## src/rtl/dvi_pkg.sv

```systemverilog
// dvi_pkg: TMDS control tokens and channel alignment states shared by the aligner.
package dvi_pkg;
  localparam logic [9:0] CTRL_0 = 10'h354;
  localparam logic [9:0] CTRL_1 = 10'h0AB;
  localparam logic [9:0] CTRL_2 = 10'h154;
  localparam logic [9:0] CTRL_3 = 10'h2AB;
  typedef enum logic [1:0] {IDLE, SEARCH, SLIP, LOCKED} state_t;
  function automatic logic is_ctrl(input logic [9:0] w);
    return w == CTRL_0 || w == CTRL_1 || w == CTRL_2 || w == CTRL_3;
  endfunction
endpackage

```

## src/rtl/dvi_rx_align_ch.sv

```systemverilog
// dvi_rx_align_ch: word alignment for one TMDS channel by hunting for control-token runs.
module dvi_rx_align_ch
  import dvi_pkg::*;
#(
  parameter int WINDOW    = 4096,
  parameter int RUN_LEN   = 8,
  parameter int LOCK_HITS = 4,
  parameter int SLIP_WAIT = 16
) (
  input  logic       clk_i,
  input  logic       rst_i,
  input  logic       en_i,
  input  logic [9:0] data_i,
  output logic       bitslip_o,
  output logic       locked_o,
  output logic [3:0] slip_cnt_o
);
  localparam int WW = $clog2(WINDOW);
  localparam logic [WW-1:0] TC = WW'(WINDOW - 1);
  localparam logic [7:0] RL = 8'(RUN_LEN);
  localparam logic [7:0] SW = 8'(SLIP_WAIT - 1);
  localparam logic [3:0] LH = 4'(LOCK_HITS - 1);
  state_t state, state_n;
  logic [WW-1:0] win, win_n;
  logic [7:0] run, run_n, wait_c, wait_n;
  logic [3:0] hits, hits_n, slips, slips_n;
  logic hit, hit_n, miss, miss_n, slip, slip_n;
  logic tc, tok, hit_eff;
  assign tc = win == TC;
  assign tok = is_ctrl(data_i);
  // a run completing in the window's last counted word still scores for that window
  assign hit_eff = hit || run == RL;
  assign bitslip_o = slip;
  assign locked_o = state == LOCKED;
  assign slip_cnt_o = slips;
  always_ff @(posedge clk_i or posedge rst_i) begin
    if (rst_i) begin
      state  <= IDLE;
      win    <= '0;
      run    <= 8'd0;
      wait_c <= 8'd0;
      hits   <= 4'd0;
      slips  <= 4'd0;
      hit    <= 1'b0;
      miss   <= 1'b0;
      slip   <= 1'b0;
    end else begin
      state  <= state_n;
      win    <= win_n;
      run    <= run_n;
      wait_c <= wait_n;
      hits   <= hits_n;
      slips  <= slips_n;
      hit    <= hit_n;
      miss   <= miss_n;
      slip   <= slip_n;
    end
  end
  always_comb begin
    state_n = state;
    win_n   = tc ? '0 : win + 1'b1;
    run_n   = tok ? (run == RL ? run : run + 8'd1) : 8'd0;
    hit_n   = !tc && hit_eff;
    hits_n  = hits;
    miss_n  = miss;
    slips_n = slips;
    wait_n  = 8'd0;
    slip_n  = 1'b0;
    case (state)
      IDLE: begin
        state_n = SEARCH;
        win_n   = '0;
        run_n   = 8'd0;
        hit_n   = 1'b0;
        hits_n  = 4'd0;
        miss_n  = 1'b0;
        slips_n = 4'd0;
      end
      SEARCH: if (tc) begin
        if (!hit_eff) begin
          state_n = SLIP;
          hits_n  = 4'd0;
          slip_n  = 1'b1;
          slips_n = slips == 4'd9 ? 4'd0 : slips + 4'd1;
        end else if (hits == LH) begin
          state_n = LOCKED;
          hits_n  = 4'd0;
          miss_n  = 1'b0;
        end else hits_n = hits + 4'd1;
      end
      SLIP: begin
        win_n   = '0;
        run_n   = 8'd0;
        hit_n   = 1'b0;
        wait_n  = wait_c == SW ? 8'd0 : wait_c + 8'd1;
        state_n = wait_c == SW ? SEARCH : SLIP;
      end
      LOCKED: if (tc) begin
        state_n = hit_eff || !miss ? LOCKED : SEARCH;
        miss_n  = !hit_eff && !miss;
      end
      default: state_n = IDLE;
    endcase
    if (!en_i) begin
      state_n = IDLE;
      win_n   = '0;
      run_n   = 8'd0;
      hit_n   = 1'b0;
      hits_n  = 4'd0;
      miss_n  = 1'b0;
      slips_n = 4'd0;
      wait_n  = 8'd0;
      slip_n  = 1'b0;
    end
  end
endmodule

```

## src/rtl/dvi_rx_align.sv

```systemverilog
// dvi_rx_align: three independent channel aligners plus lock summary and deserializer calibration enable.
module dvi_rx_align
  import dvi_pkg::*;
#(
  parameter int WINDOW    = 4096,
  parameter int RUN_LEN   = 8,
  parameter int LOCK_HITS = 4,
  parameter int SLIP_WAIT = 16
) (
  input  logic            clk_i,
  input  logic            rst_i,
  input  logic            en_i,
  input  logic [2:0][9:0] par_data_i,
  output logic [2:0]      bitslip_o,
  output logic [2:0]      locked_o,
  output logic            all_locked_o,
  output logic            cal_en_o,
  output logic [2:0][3:0] slip_cnt_o
);
  for (genvar i = 0; i < 3; i++) begin : g_ch
    dvi_rx_align_ch #(
      .WINDOW(WINDOW), .RUN_LEN(RUN_LEN), .LOCK_HITS(LOCK_HITS), .SLIP_WAIT(SLIP_WAIT)
    ) u_ch (
      .clk_i(clk_i),
      .rst_i(rst_i),
      .en_i(en_i),
      .data_i(par_data_i[i]),
      .bitslip_o(bitslip_o[i]),
      .locked_o(locked_o[i]),
      .slip_cnt_o(slip_cnt_o[i])
    );
  end
  assign all_locked_o = &locked_o;
  always_ff @(posedge clk_i or posedge rst_i) begin
    if (rst_i) cal_en_o <= 1'b0;
    else cal_en_o <= en_i && !all_locked_o;
  end
endmodule

```

## config.mk

```make
export PLATFORM = sky130hd
export DESIGN_NAME = dvi_rx_align
export DESIGN_NICKNAME = d
export VERILOG_FILES = /design/src/rtl/dvi_pkg.sv /design/src/rtl/dvi_rx_align_ch.sv /design/src/rtl/dvi_rx_align.sv
export SDC_FILE = /design/constraint.sdc
export NUM_CORES = 1
export LEC_CHECK = 0
export CAP_MARGIN = 5
export CORE_MARGIN = 1.5
export CORE_UTILIZATION = 59
export CTS_BUF_LIST = sky130_fd_sc_hd__clkbuf_4 sky130_fd_sc_hd__clkbuf_8 sky130_fd_sc_hd__clkbuf_16
export DETAILED_ROUTE_END_ITERATION = 7
export GPL_TIMING_DRIVEN = 0
export PLACE_DENSITY_LB_ADDON = 0.15
export SLEW_MARGIN = 15
export SYNTH_ARGS = -nofsm -noshare
export SYNTH_HDL_FRONTEND = slang
export SYNTH_SLANG_ARGS = --single-unit
```

## constraint.sdc

```tcl
create_clock -name clk_i -period 5.5 [get_ports clk_i]
set_input_delay 1.1 -clock clk_i [delete_from_list [all_inputs] [get_ports clk_i]]
set_output_delay 1.1 -clock clk_i [all_outputs]
set_load 0.05 [all_outputs]
```

## Word level (Yosys, flattened, before mapping)

Cells that the tools add are included.

- Flip-flop bits (word level): 124
- Bits of input ports: 33
- Output and inout port bits: 20
- Word-level logic and storage cells: 277

- $add $sub $neg: 15
- Equality and inequality tests: 63
- Mux-type cells: 120
- Reduce and logical (&&, ||, !) cells: 51

Operators by type and width:

| operator | number |
|---|---|
| $mux 8 | 21 |
| $mux 12 | 9 |
| $mux 4 | 24 |
| $eq 10x10->1 const B | 6 |
| $add 8x1->8 const B | 6 |
| $eq 8x4->1 const B | 6 |
| $pmux 4 s2 | 6 |
| $mux 2 | 21 |
| $add 12x1->12 const B | 3 |
| $eq 12x12->1 const B | 3 |
| $mux 1 | 33 |
| $eq 10x8->1 const B | 3 |
| $eq 10x9->1 const B | 3 |
| $ne 3x2->1 const B | 9 |
| $add 4x1->4 const B | 6 |
| $ne 4x4->1 const B | 6 |
| $pmux 2 s4 | 3 |
| $reduce_and 3->1 | 7 |
| $ne 3x3->1 const B | 6 |
| $logic_or 1x1->1 | 15 |
| $reduce_and 5->1 | 3 |
| $eq 2x2->1 const B | 6 |
| $eq 4x2->1 const B | 3 |
| $eq 4x4->1 const B | 3 |
| 9 further kinds | 38 |

## Logic depth before layout (Yosys ltp)

Gate-level depths: netlist of the first run.

- Depth in word-level cells: 7
- Mapped depth: 8
- Gate-level depth less buffers: 7

## Modules after synthesis

From an unflattened synthesis of the first run, not the netlist that was laid out.

- Cells, all modules: 650
- Area total of the unflattened synthesis: 6406.1 sq um

By module, submodules not included:

| module | instances | cells each | area each (sq um) | seq. area each (sq um) |
|---|---|---|---|---|
| dvi_rx_align_ch at g_ch[2].u_ch | 1 | 220 | 2138.3 | 1026.0 |
| dvi_rx_align_ch at g_ch[1].u_ch | 1 | 208 | 2110.8 | 1026.0 |
| dvi_rx_align_ch at g_ch[0].u_ch | 1 | 218 | 2108.3 | 1026.0 |
| dvi_rx_align | 1 | 4 | 48.8 | 25.0 |

## Worst setup path after synthesis of the first run

Ideal clock, no wire load.

- Kind: input -> register
- Start point: input port en_i
- End point: register g_ch[0].u_ch.hits[3]
- Setup time: 0.069 ns
- Data arrival time: 2.340 ns
- Data required time: 5.431 ns
- Setup slack: 3.091 ns
- Cell stages on the path: 5
- Path buffers: 1
- Cell sequence: clkbuf_1 -> nand2_1 -> or2_4 -> or4_1 -> nand3_1

- Longest elaborated chain between the ends: 2
- Elaborated cells on any way between the ends: 4
- Those cells by class: eq/ne (2); mux (1); reduce/logical (1)

RTL lines:

| element | line | RTL |
|---|---|---|
| start: declaration | dvi_rx_align.sv:12 | `input logic en_i,` |
| $ne 3x1->1 (no source line) / $ne 3x2->1 (equally long branches) | -- |  |
| $reduce_and 2->1 (no source line) | -- |  |
| end signal: assignment | dvi_rx_align_ch.sv:52 | `hits <= hits_n;` |
| end: declaration | dvi_rx_align_ch.sv:26 | `logic [3:0] hits, hits_n, slips, slips_n;` |

Parallel ways exist; a longest one is shown, timed or not.
A chain may end at the register's enable or synchronous reset.

## Worst setup path after layout of the first run

- Start point: register g_ch[1].u_ch.state[0]
- End point: output port all_locked_o

- Longest elaborated chain between the ends: 2

RTL lines:

| element | line | RTL |
|---|---|---|
| start: declaration | dvi_rx_align_ch.sv:23 | `state_t state, state_n;` |
| start signal: assignment | dvi_rx_align_ch.sv:48 | `state <= state_n;` |
| $eq 2x2->1 | dvi_rx_align_ch.sv:34 | `assign locked_o = state == LOCKED;` |
| named net g_ch[1].u_ch.locked_o | dvi_rx_align_ch.sv:15 | `output logic locked_o,` |
| $reduce_and 3->1 | dvi_rx_align.sv:33 | `assign all_locked_o = &locked_o;` |
| end: declaration | dvi_rx_align.sv:16 | `output logic all_locked_o,` |

The timed path passes the listed nets, and every way through them passes these cells.

==> results of run 1 <==
worst reg2reg max path: stages (launching register included):
cell and delay (ns):
dfrtp_1 0.37, ha_1 0.25, nand2_1 0.07, nor4_1 0.83, a21oi_1 0.33, clkbuf_1 0.29
o41ai_1 0.37
layout by cell type (no fill, tap or decap), types with 3 or more instances in the layout:
| master | count |
|---|---|
| dfrtp_1 | 124 |
| nor2_1 | 110 |
| nand2_1 | 55 |
| clkdlybuf4s50_1 | 49 |
| nand3_1 | 43 |
| ha_1 | 36 |
| o21ai_0 | 32 |
| xor2_1 | 29 |
| xnor2_1 | 29 |
| inv_1 | 28 |
| a21oi_1 | 23 |
| nor3_1 | 21 |
| and3_1 | 18 |
| clkbuf_16 | 16 |
| clkbuf_1 | 13 |
| nand4_1 | 13 |
| nor4_1 | 9 |
| or3_1 | 9 |
| o41ai_1 | 7 |
| nor3b_1 | 6 |
| a21o_1 | 6 |
| buf_4 | 6 |
| clkbuf_8 | 6 |
| or4_1 | 5 |
| nand4bb_1 | 4 |
| mux2i_1 | 4 |
| nand3b_1 | 4 |
| clkinv_2 | 4 |
| or4b_1 | 3 |
| nand2b_1 | 3 |
| and4_1 | 3 |
| o31ai_1 | 3 |
| a31oi_1 | 3 |
cell type report:
class                      count  area, sq um
multi-input combinational    522         3280
sequential                   124         3100
fill                         817         3050
timing repair buffer          50          518
clock buffer                  22          483
tap                          140          175
inverter                      30          118
buffer                        20         98.8
clock inverter                 7         65.1
metrics by stage:
stage               instance area (sq um)  utilization [%]  cells
finish                               7840             72.0    915
global route                         7840             72.0    915
CTS                                  7840             72.0    915
detailed placement                   7290             67.0    886
global placement                     7260             66.7    885
floorplan                            6590                -    696
power by group:
part / internal (W) / total (W) / leakage [nW] / switching [W]
registers: 0.000964 / 0.00102 / 1.72 / 0.0000578
clock network: 0.000647 / 0.00103 / 0.270 / 0.000386
logic: 0.000218 / 0.000596 / 1.34 / 0.000378
logic make-up (layout without fill, tap and decap cells):
family | Yosys count | after routing | share of synthesized area, %
AOI/OAI and AO/OA | 103 | 103 | 10.3
xor gates and xnor gates | 58 | 58 | 7.71
DFF | 124 | 124 | 47.1
and+or+nand+nor | 320 | 320 | 24.1
buffers and inverters | 50 | 129 | 3.21
muxes | 5 | 5 | 0.778
adders and majority gates | 36 | 36 | 6.83
flip-flops by register name, summed over array words and instances (netlist names):
register              count
g_ch.u_ch.win            36
g_ch.u_ch.run            24
g_ch.u_ch.wait_c         24
g_ch.u_ch.hits           12
g_ch.u_ch.slip_cnt_o     12
g_ch.u_ch.state           6
g_ch.u_ch.bitslip_o       3
g_ch.u_ch.hit             3
g_ch.u_ch.miss            3
cal_en_o                  1
worst paths after layout:
kind / slack (ns) / cells after the start / start / endpoint
worst min-delay path: 0.45 / 1 / g_ch[1].u_ch.wait_c[0] / g_ch[1].u_ch.wait_c[0]
worst max register to register: 2.89 / 6 / g_ch[2].u_ch.win[0] / g_ch[2].u_ch.slip_cnt_o[1]
min in group asynchronous: 0.99 / 2 / rst_i / g_ch[2].u_ch.run[6]
worst min register to register: 0.45 / 1 / g_ch[1].u_ch.wait_c[0] / g_ch[1].u_ch.wait_c[0]
worst max-delay path: 2.03 / 3 / g_ch[1].u_ch.state[0] / all_locked_o
max in group asynchronous: 3.80 / 3 / rst_i / g_ch[0].u_ch.run[7]
routing by layer:
layer	part of all wire [%]	global-route usage, %	up-vias
met2	50	44.3	110
met3	4.4	7.59	19
li1	-	-	2581
met5	0	0	-
met4	1.1	9.59	0
met1	44	31.2	2583
==> results.yml, run 1 <==
global_routing:
  antenna_found_initial: 0
  grt_pass1_wl_mm: 24.0
  grt_pass1_vias: 5410
  grt_max_degree: 74
  grt_use_total_pct: 26.0
  gr-total-overflow: 0
die:
  dieArea_sq_um: 11800
  coreArea_sq_um: 10900
  fp-row-count: 38
  dieWidth_um: 109
  dieHeight_um: 109
  ios: 53
  start_util_pct: 60.5
cts:
  insertion_delay_ns: 0.54
  cts_max_level: 4
  cts_max_path_buffers: 2
  cts_setup_buffers: 0
  ctsResizeCount: 0
  cts_buffers: 17
  cts.sinks: 124
  cts-root-buf: "clkbuf_8"
  cts_hold_buf: 0
  cts_tree: "done"
  clkSlewWorstSetupHoldPaths_ns: 0.06
finish:
  final_layout_size_suffix_gt1_share_pct: 6.32
  area_growth_pct: 18.9
  antenna_cells: 0
  nNetsFinal: 834
sta:
  period_share_pct: 63.1
  min_period_ns: 3.47
  worst_slew_pin_slew_ns: 0.986
  holdWs_ns: 0.455
  setup_violations: 0
  drv_slew: 0
  worst_slack_ns: 2.03
  hold_viol: 0
  fin_skew_ns: 0.00690
  relSlewSlack_pct: 33.7
  max_freq_mhz: 288
  rsz0062_at_grt: "false"
  fin_setup_tns_ns: 0
routing:
  wirelength_mm: 13.9
  drt_pass1_iterations: 5
  ant_nets: 0
  wl_per_cell_um: 15.2
  avgViaCountPerCell: 5.78
  drc: 0
  vias: 5293
  drt_iter0_drc: 344
synthesis:
  syn-cell-area_sq_um: 6590
  syn_area_per_cell_sq_um: 9.47
  ys_seq_elements: 124
  yosys.area.top_type: "dfrtp_1"
  synth-async-reset-ratio_pct: 100
  synth.top_cell.area_share_pct: 47.1
  synth_flop_cell: "dfrtp_1"
  ys_seq_area_share_pct: 47.1
  synth_common_cells: "dfrtp_1 (124), nor2_1 (110), nand2_1 (55), nand3_1 (43), ha_1 (36)"
  synth_nets: 765
  synth.most_common_cell: "dfrtp_1"
  yosysWarnings: 0
  ys_types: 63
  synth-edff-count: 0
  syn_inst: 696
  synth_top_cells_by_area: "dfrtp_1 (47%), ha_1 (6.8%), nor2_1 (6.3%), xnor2_1 (3.9%), xor2_1 (3.9%)"
placed_design:
  portBuffers: 49
  gp_congestion: 0.846
  pre_cts_ws_ns: 1.84
  dp_hpwl_mm: 9.51
min_path:
  hold_class: "reg -> reg"
critical_path:
  critPathArrivalTime_ns: 2.37
  path_cells: "ha_1 > and3_1 > clkdlybuf4s50_1"
  crit_fanout: 5
  critPathTopFamily: "buffers and inverters"
  slowest_delay_ns: 0.82
  slowest_stage: "clkdlybuf4s50_1"
  critPathKind: "reg -> out"
  worst_setup_path_end_kind: "primary output"
  worstPathRequired_ns: 4.40
  start_kind: "register"
  path_buf_inv: 1
power:
  p_per_area_nw_per_um2: 338
  finalPower_w: 0.00265
  p_leak_nw: 3.33
  vdd_drop_max_mv: 0.293
run_status:
  status: "completed"
job:
  cap_violations: 0
Note: power is estimated with default switching activity, not from simulation.
==> run 2, diff against run 1 <==
==> constraint.sdc (replaced) <==
create_clock -name clk_i -period 3.45 [get_ports clk_i]
set_input_delay 0.69 -clock clk_i [delete_from_list [all_inputs] [get_ports clk_i]]
set_output_delay 0.69 -clock clk_i [all_outputs]
set_load 0.05 [all_outputs]
==> run 2 against run 1 <==
Compared with the run above:
- clock power up 84%
- worst setup slack lost 1.6 ns
- clock-buffer cell count unchanged
- largest cell class unchanged
==> results.yml, run 2 (synthesis gave the netlist of run 1 again) <==
routing:
  avgViaCountPerCell: 5.76
  vias: 5307
  drc: 0
  ant_nets: 0
  wirelength_mm: 14.0
  wl_per_cell_um: 15.2
  drt_pass1_iterations: 5
  drt_iter0_drc: 285
finish:
  final_layout_size_suffix_gt1_share_pct: 7.04
  nNetsFinal: 837
  fin_area_sq_um: 7980
  max_flop_register: "g_ch.u_ch.win"
  area_growth_pct: 21.1
  antenna_cells: 0
  fillerInstances: 771
  fin_util_pct: 73.3
  final_cell_mix: "dfrtp_1 (124), nor2_1 (110), nand2_1 (55)"
  largest_reg_flops: 36
  largestRegisters: "g_ch.u_ch.win (36), g_ch.u_ch.run (24), g_ch.u_ch.wait_c (24)"
  final_common_cell: "dfrtp_1"
power:
  p_per_area_nw_per_um2: 563
  p_leak_nw: 3.39
  vdd_drop_max_mv: 0.493
critical_path:
  r2r-start: "g_ch[2].u_ch.win[0]"
  critPathKind: "reg -> out"
  r2r.worst_path.cells: 6
  crit_end: "all_locked_o"
  crit_fanout: 5
  path_cells: "ha_1 > and3_1 > clkdlybuf4s50_1"
  r2r_setup_slack_ns: 0.80
  slowest_delay_ns: 0.82
  critPathArrivalTime_ns: 2.38
  start_kind: "register"
  startpoint: "g_ch[1].u_ch.state[1]"
  slowest_stage: "clkdlybuf4s50_1"
  r2r-end: "g_ch[2].u_ch.slip_cnt_o[2]"
  worstPathRequired_ns: 2.76
  worst_setup_path_end_kind: "primary output"
sta:
  fin_skew_ns: 0.00566
  period_share_pct: 88.9
  setup_violations: 0
  worst_slew_pin_slew_ns: 0.968
  drv_slew: 0
  relSlewSlack_pct: 34.9
  fin_setup_tns_ns: 0
  min_period_ns: 3.07
  holdWs_ns: 0.457
  rsz0062_at_grt: "false"
  max_freq_mhz: 326
  hold_viol: 0
placed_design:
  portBuffers: 49
  dpl_cell_area_sq_um: 7340
  dp_hpwl_mm: 9.68
  gp_congestion: 0.861
global_routing:
  busiest_layer: "met2"
  grt_use_met1_pct: 31.6
  grt_max_degree: 35
  use_met3_pct: 7.11
  gr-total-overflow: 0
  grt_use_total_pct: 25.9
  grt_use_met2_pct: 44.7
  antenna_found_initial: 1
  grt_pass1_wl_mm: 23.9
  grt_pass1_vias: 5314
cts:
  insertion_delay_ns: 0.53
  ctsResizeCount: 0
  cts_hold_buf: 0
  cts_max_path_buffers: 2
  cts_tree: "done"
  cts.sinks: 124
  cts_setup_buffers: 0
  cts-root-buf: "clkbuf_8"
  cts_buffers: 17
  cts_max_level: 4
  clkSlewWorstSetupHoldPaths_ns: 0.06
die:
  start_util_pct: 60.5
  ios: 53
  coreArea_sq_um: 10900
  dieHeight_um: 109
  dieWidth_um: 109
  fp-row-count: 38
  dieArea_sq_um: 11800
job:
  cap_violations: 0
min_path:
  hold_class: "reg -> reg"
run_status:
  status: "completed"
==> run 2: cell count changes in the layout (fill, tap and decap cells not counted), moves of 2 or more <==
cell	change
buf_12	+4
bufinv_16	+3
clkinv_2	-2
clkinvlp_4	+2
==> run 2: per-stage QoR <==
stage          total power [W]  setup WS [ns]  instances
2_1_floorplan          0.00232           1.18        696
3_3_place_gp           0.00256          0.125        885
3_5_place_dp           0.00261          0.216        889
4_1_cts                0.00451          0.371        921
5_1_grt                0.00471          0.320        921
6_report               0.00449          0.383        921
==> run 2: how the worst min path moves through the flow <==
stage / end / cells after the start / from
after floorplan: g_ch[2].u_ch.win[0] / 1 / g_ch[2].u_ch.win[0]
after global placement: g_ch[2].u_ch.win[0] / 1 / g_ch[2].u_ch.win[0]
after detailed placement: g_ch[2].u_ch.wait_c[0] / 1 / g_ch[2].u_ch.wait_c[0]
after CTS: g_ch[1].u_ch.win[5] / 2 / rst_i
after global routing: g_ch[1].u_ch.wait_c[0] / 1 / g_ch[1].u_ch.wait_c[0]
final: g_ch[1].u_ch.wait_c[0] / 1 / g_ch[1].u_ch.wait_c[0]
==> run 2: layout make-up <==
type | instances | area [sq um] | share of cell area (%)
Buffer | 20 | 98.8 | 1.24
Clock buffer | 22 | 477 | 5.97
Clock inverter | 10 | 161 | 2.02
Inverter | 30 | 116 | 1.46
Multi-Input combinational cell | 522 | 3280 | 41.1
Sequential cell | 124 | 3100 | 38.9
Tap cell | 140 | 175 | 2.20
Timing Repair Buffer | 53 | 571 | 7.15
==> run 2: per-layer routing <==
metal | part of all wire, % | routed length, um | vias up
met5 | 0 | 0 | -
met4 | 1.3 | 178 | 0
met3 | 4.0 | 562 | 17
met2 | 51 | 7070 | 92
met1 | 44 | 6160 | 2602
li1 | - | - | 2596
==> run 2: critical path: cells and delay by family (launching register included) <==
kind	cells	cell delay, ns
buffers and inverters	1	0.82
adders and majority gates	1	0.35
and+or+nand+nor	1	0.26
DFF	1	0.42
==> run 2: power by group <==
part           switching [W]  leakage (nW)  internal, W
logic               0.000610          1.36     0.000355
registers          0.0000950          1.72      0.00154
clock network       0.000642         0.307      0.00126
total                0.00135          3.39      0.00315
==> run 3, diff against run 2 <==
--- a/config.mk
+++ b/config.mk
@@ -10,8 +10,10 @@
 export CORE_UTILIZATION = 59
 export CTS_BUF_LIST = sky130_fd_sc_hd__clkbuf_4 sky130_fd_sc_hd__clkbuf_8 sky130_fd_sc_hd__clkbuf_16
 export DETAILED_ROUTE_END_ITERATION = 7
+export GPL_ROUTABILITY_DRIVEN = 0
 export GPL_TIMING_DRIVEN = 0
 export PLACE_DENSITY_LB_ADDON = 0.15
+export REMOVE_ABC_BUFFERS = 1
 export SLEW_MARGIN = 15
 export SYNTH_ARGS = -nofsm -noshare
 export SYNTH_HDL_FRONTEND = slang
==> run 3 against run 2 <==
Compared with the run above:
- routed wire length decreased by 2.4%
- register-to-register slack got worse by 0.19 ns
- clock-buffer cell count unchanged
- sequential power about the same
- via count decreased by 1.3%
- first-iteration DRC count decreased by 14%
- sequential share of layout area increased by 1.1 points
- clock power decreased by 11%
- global-route usage decreased by 0.96 points
- clock skew increased by 0.00098 ns
- combinational power decreased by 3.3%
==> results.yml, run 3 (synthesis gave the netlist of run 1 again) <==
sta:
  fin_skew_ns: 0.00665
  drv_slew: 0
  hold_viol: 0
  worst_slack_ns: 0.358
  worst_slew_pin_slew_ns: 1.06
  relSlewSlack_pct: 28.9
  rsz0062_at_grt: "false"
  period_share_pct: 89.6
  setup_violations: 0
  fin_setup_tns_ns: 0
  max_freq_mhz: 323
  min_period_ns: 3.09
routing:
  drt_pass1_iterations: 4
  vias: 5237
  drt_iter0_drc: 244
  ant_nets: 0
  wirelength_mm: 13.6
  avgViaCountPerCell: 5.84
  drc: 0
  wl_per_cell_um: 15.2
job:
  cap_violations: 0
cts:
  clkSlewWorstSetupHoldPaths_ns: 0.06
  cts-root-buf: "clkbuf_8"
  cts_tree: "done"
  cts_buffers: 17
  insertion_delay_ns: 0.53
  cts_hold_buf: 0
  cts_max_level: 4
  cts_setup_buffers: 0
  cts.sinks: 124
  cts_max_path_buffers: 2
finish:
  max_flop_register: "g_ch.u_ch.win"
  nNetsFinal: 814
  antenna_cells: 0
  final_layout_size_suffix_gt1_share_pct: 5.69
  fillerInstances: 841
  fin_area_sq_um: 7760
  largestRegisters: "g_ch.u_ch.win (36), g_ch.u_ch.run (24), g_ch.u_ch.wait_c (24)"
  area_growth_pct: 17.7
  final_common_cell: "dfrtp_1"
  final_cell_mix: "dfrtp_1 (124), nor2_1 (110), nand2_1 (55)"
  regArea_sq_um: 3100
  multi_input_area_sq_um: 3280
  largest_reg_flops: 36
die:
  coreArea_sq_um: 10900
  dieWidth_um: 109
  dieArea_sq_um: 11800
  ios: 53
  dieHeight_um: 109
  start_util_pct: 60.5
  fp-row-count: 38
min_path:
  hold_class: "reg -> reg"
  hold_path.startpoint: "g_ch[2].u_ch.win[0]"
global_routing:
  grt_max_degree: 80
  gr-total-overflow: 0
  grt_pass1_wl_mm: 23.0
  antenna_found_initial: 0
  grt_pass1_vias: 5145
  grt_use_total_pct: 25.0
critical_path:
  critPathArrivalTime_ns: 2.40
  slowest_stage: "clkdlybuf4s50_1"
  slowest_delay_ns: 0.80
  critPathTopFamily: "buffers and inverters"
  crit_fanout: 7
  start_kind: "register"
  worst_setup_path_end_kind: "primary output"
  worstPathRequired_ns: 2.76
  path_buf_inv: 1
  path_cells: "ha_1 > and3_1 > clkdlybuf4s50_1"
  startpoint: "g_ch[0].u_ch.state[0]"
  critPathKind: "reg -> out"
  r2r-start: "g_ch[2].u_ch.win[0]"
placed_design:
  portBuffers: 49
  pre_cts_ws_ns: -0.415
  dp_hpwl_mm: 9.32
  dpl_cell_area_sq_um: 7190
power:
  vdd_drop_max_mv: 0.325
  p_leak_nw: 3.30
  p_per_area_nw_per_um2: 549
run_status:
  status: "completed"
## run 3: final timing paths
path / to / slack (ns) / cells past startpoint
max: all_locked_o / 0.36 / 3
min: g_ch[2].u_ch.win[0] / 0.46 / 1
max reg2reg: g_ch[2].u_ch.hits[3] / 0.61 / 6
min reg2reg: g_ch[2].u_ch.win[0] / 0.46 / 1
max in group asynchronous: g_ch[0].u_ch.win[8] / 2.16 / 3
min in group asynchronous: g_ch[1].u_ch.run[7] / 0.56 / 2
## run 3: where the power goes
group	total [W]	leakage [nW]	internal, W	switching [W]
Sequential	0.00163	1.72	0.00154	0.0000922
Clock	0.00170	0.283	0.00108	0.000615
Combinational	0.000933	1.30	0.000330	0.000602
## run 3: cell type report
| type | count | share of cell area [%] |
|---|---|---|
| clock buffer | 22 | 6.07 |
| timing repair buffer | 50 | 6.71 |
| multi-input combinational | 522 | 42.2 |
| sequential | 124 | 40.0 |
| inverter | 30 | 1.52 |
| clock inverter | 8 | 1.19 |
| tap | 140 | 2.26 |
## run 3: layer usage
metal	vias to the layer above	GRT usage [%]	share of wire [%]
li1	2543	-	-
met4	0	11.2	1.8
met3	22	6.40	3.2
met2	101	41.3	50
met1	2571	30.9	45
met5	-	0	0
## run 3: stage by stage
| step | power, W | utilization [%] | hold slack (ns) | cells |
|---|---|---|---|---|
| final | 0.00426 | 71.2 | 0.458 | 896 |
| after global routing | 0.00448 | 71.2 | 0.485 | 896 |
| after CTS | 0.00429 | 71.2 | 0.457 | 896 |
| after detailed placement | 0.00257 | 66.0 | 0.449 | 866 |
| after global placement | 0.00253 | 65.7 | 0.441 | 865 |
| after floorplan | 0.00229 | - | 0.424 | 676 |
## run 3: what timing repair did
item,in CTS,in global routing
endpoints found under the setup margin,0,15
gates resized for setup,0,1
hold endpoints to repair,0,0
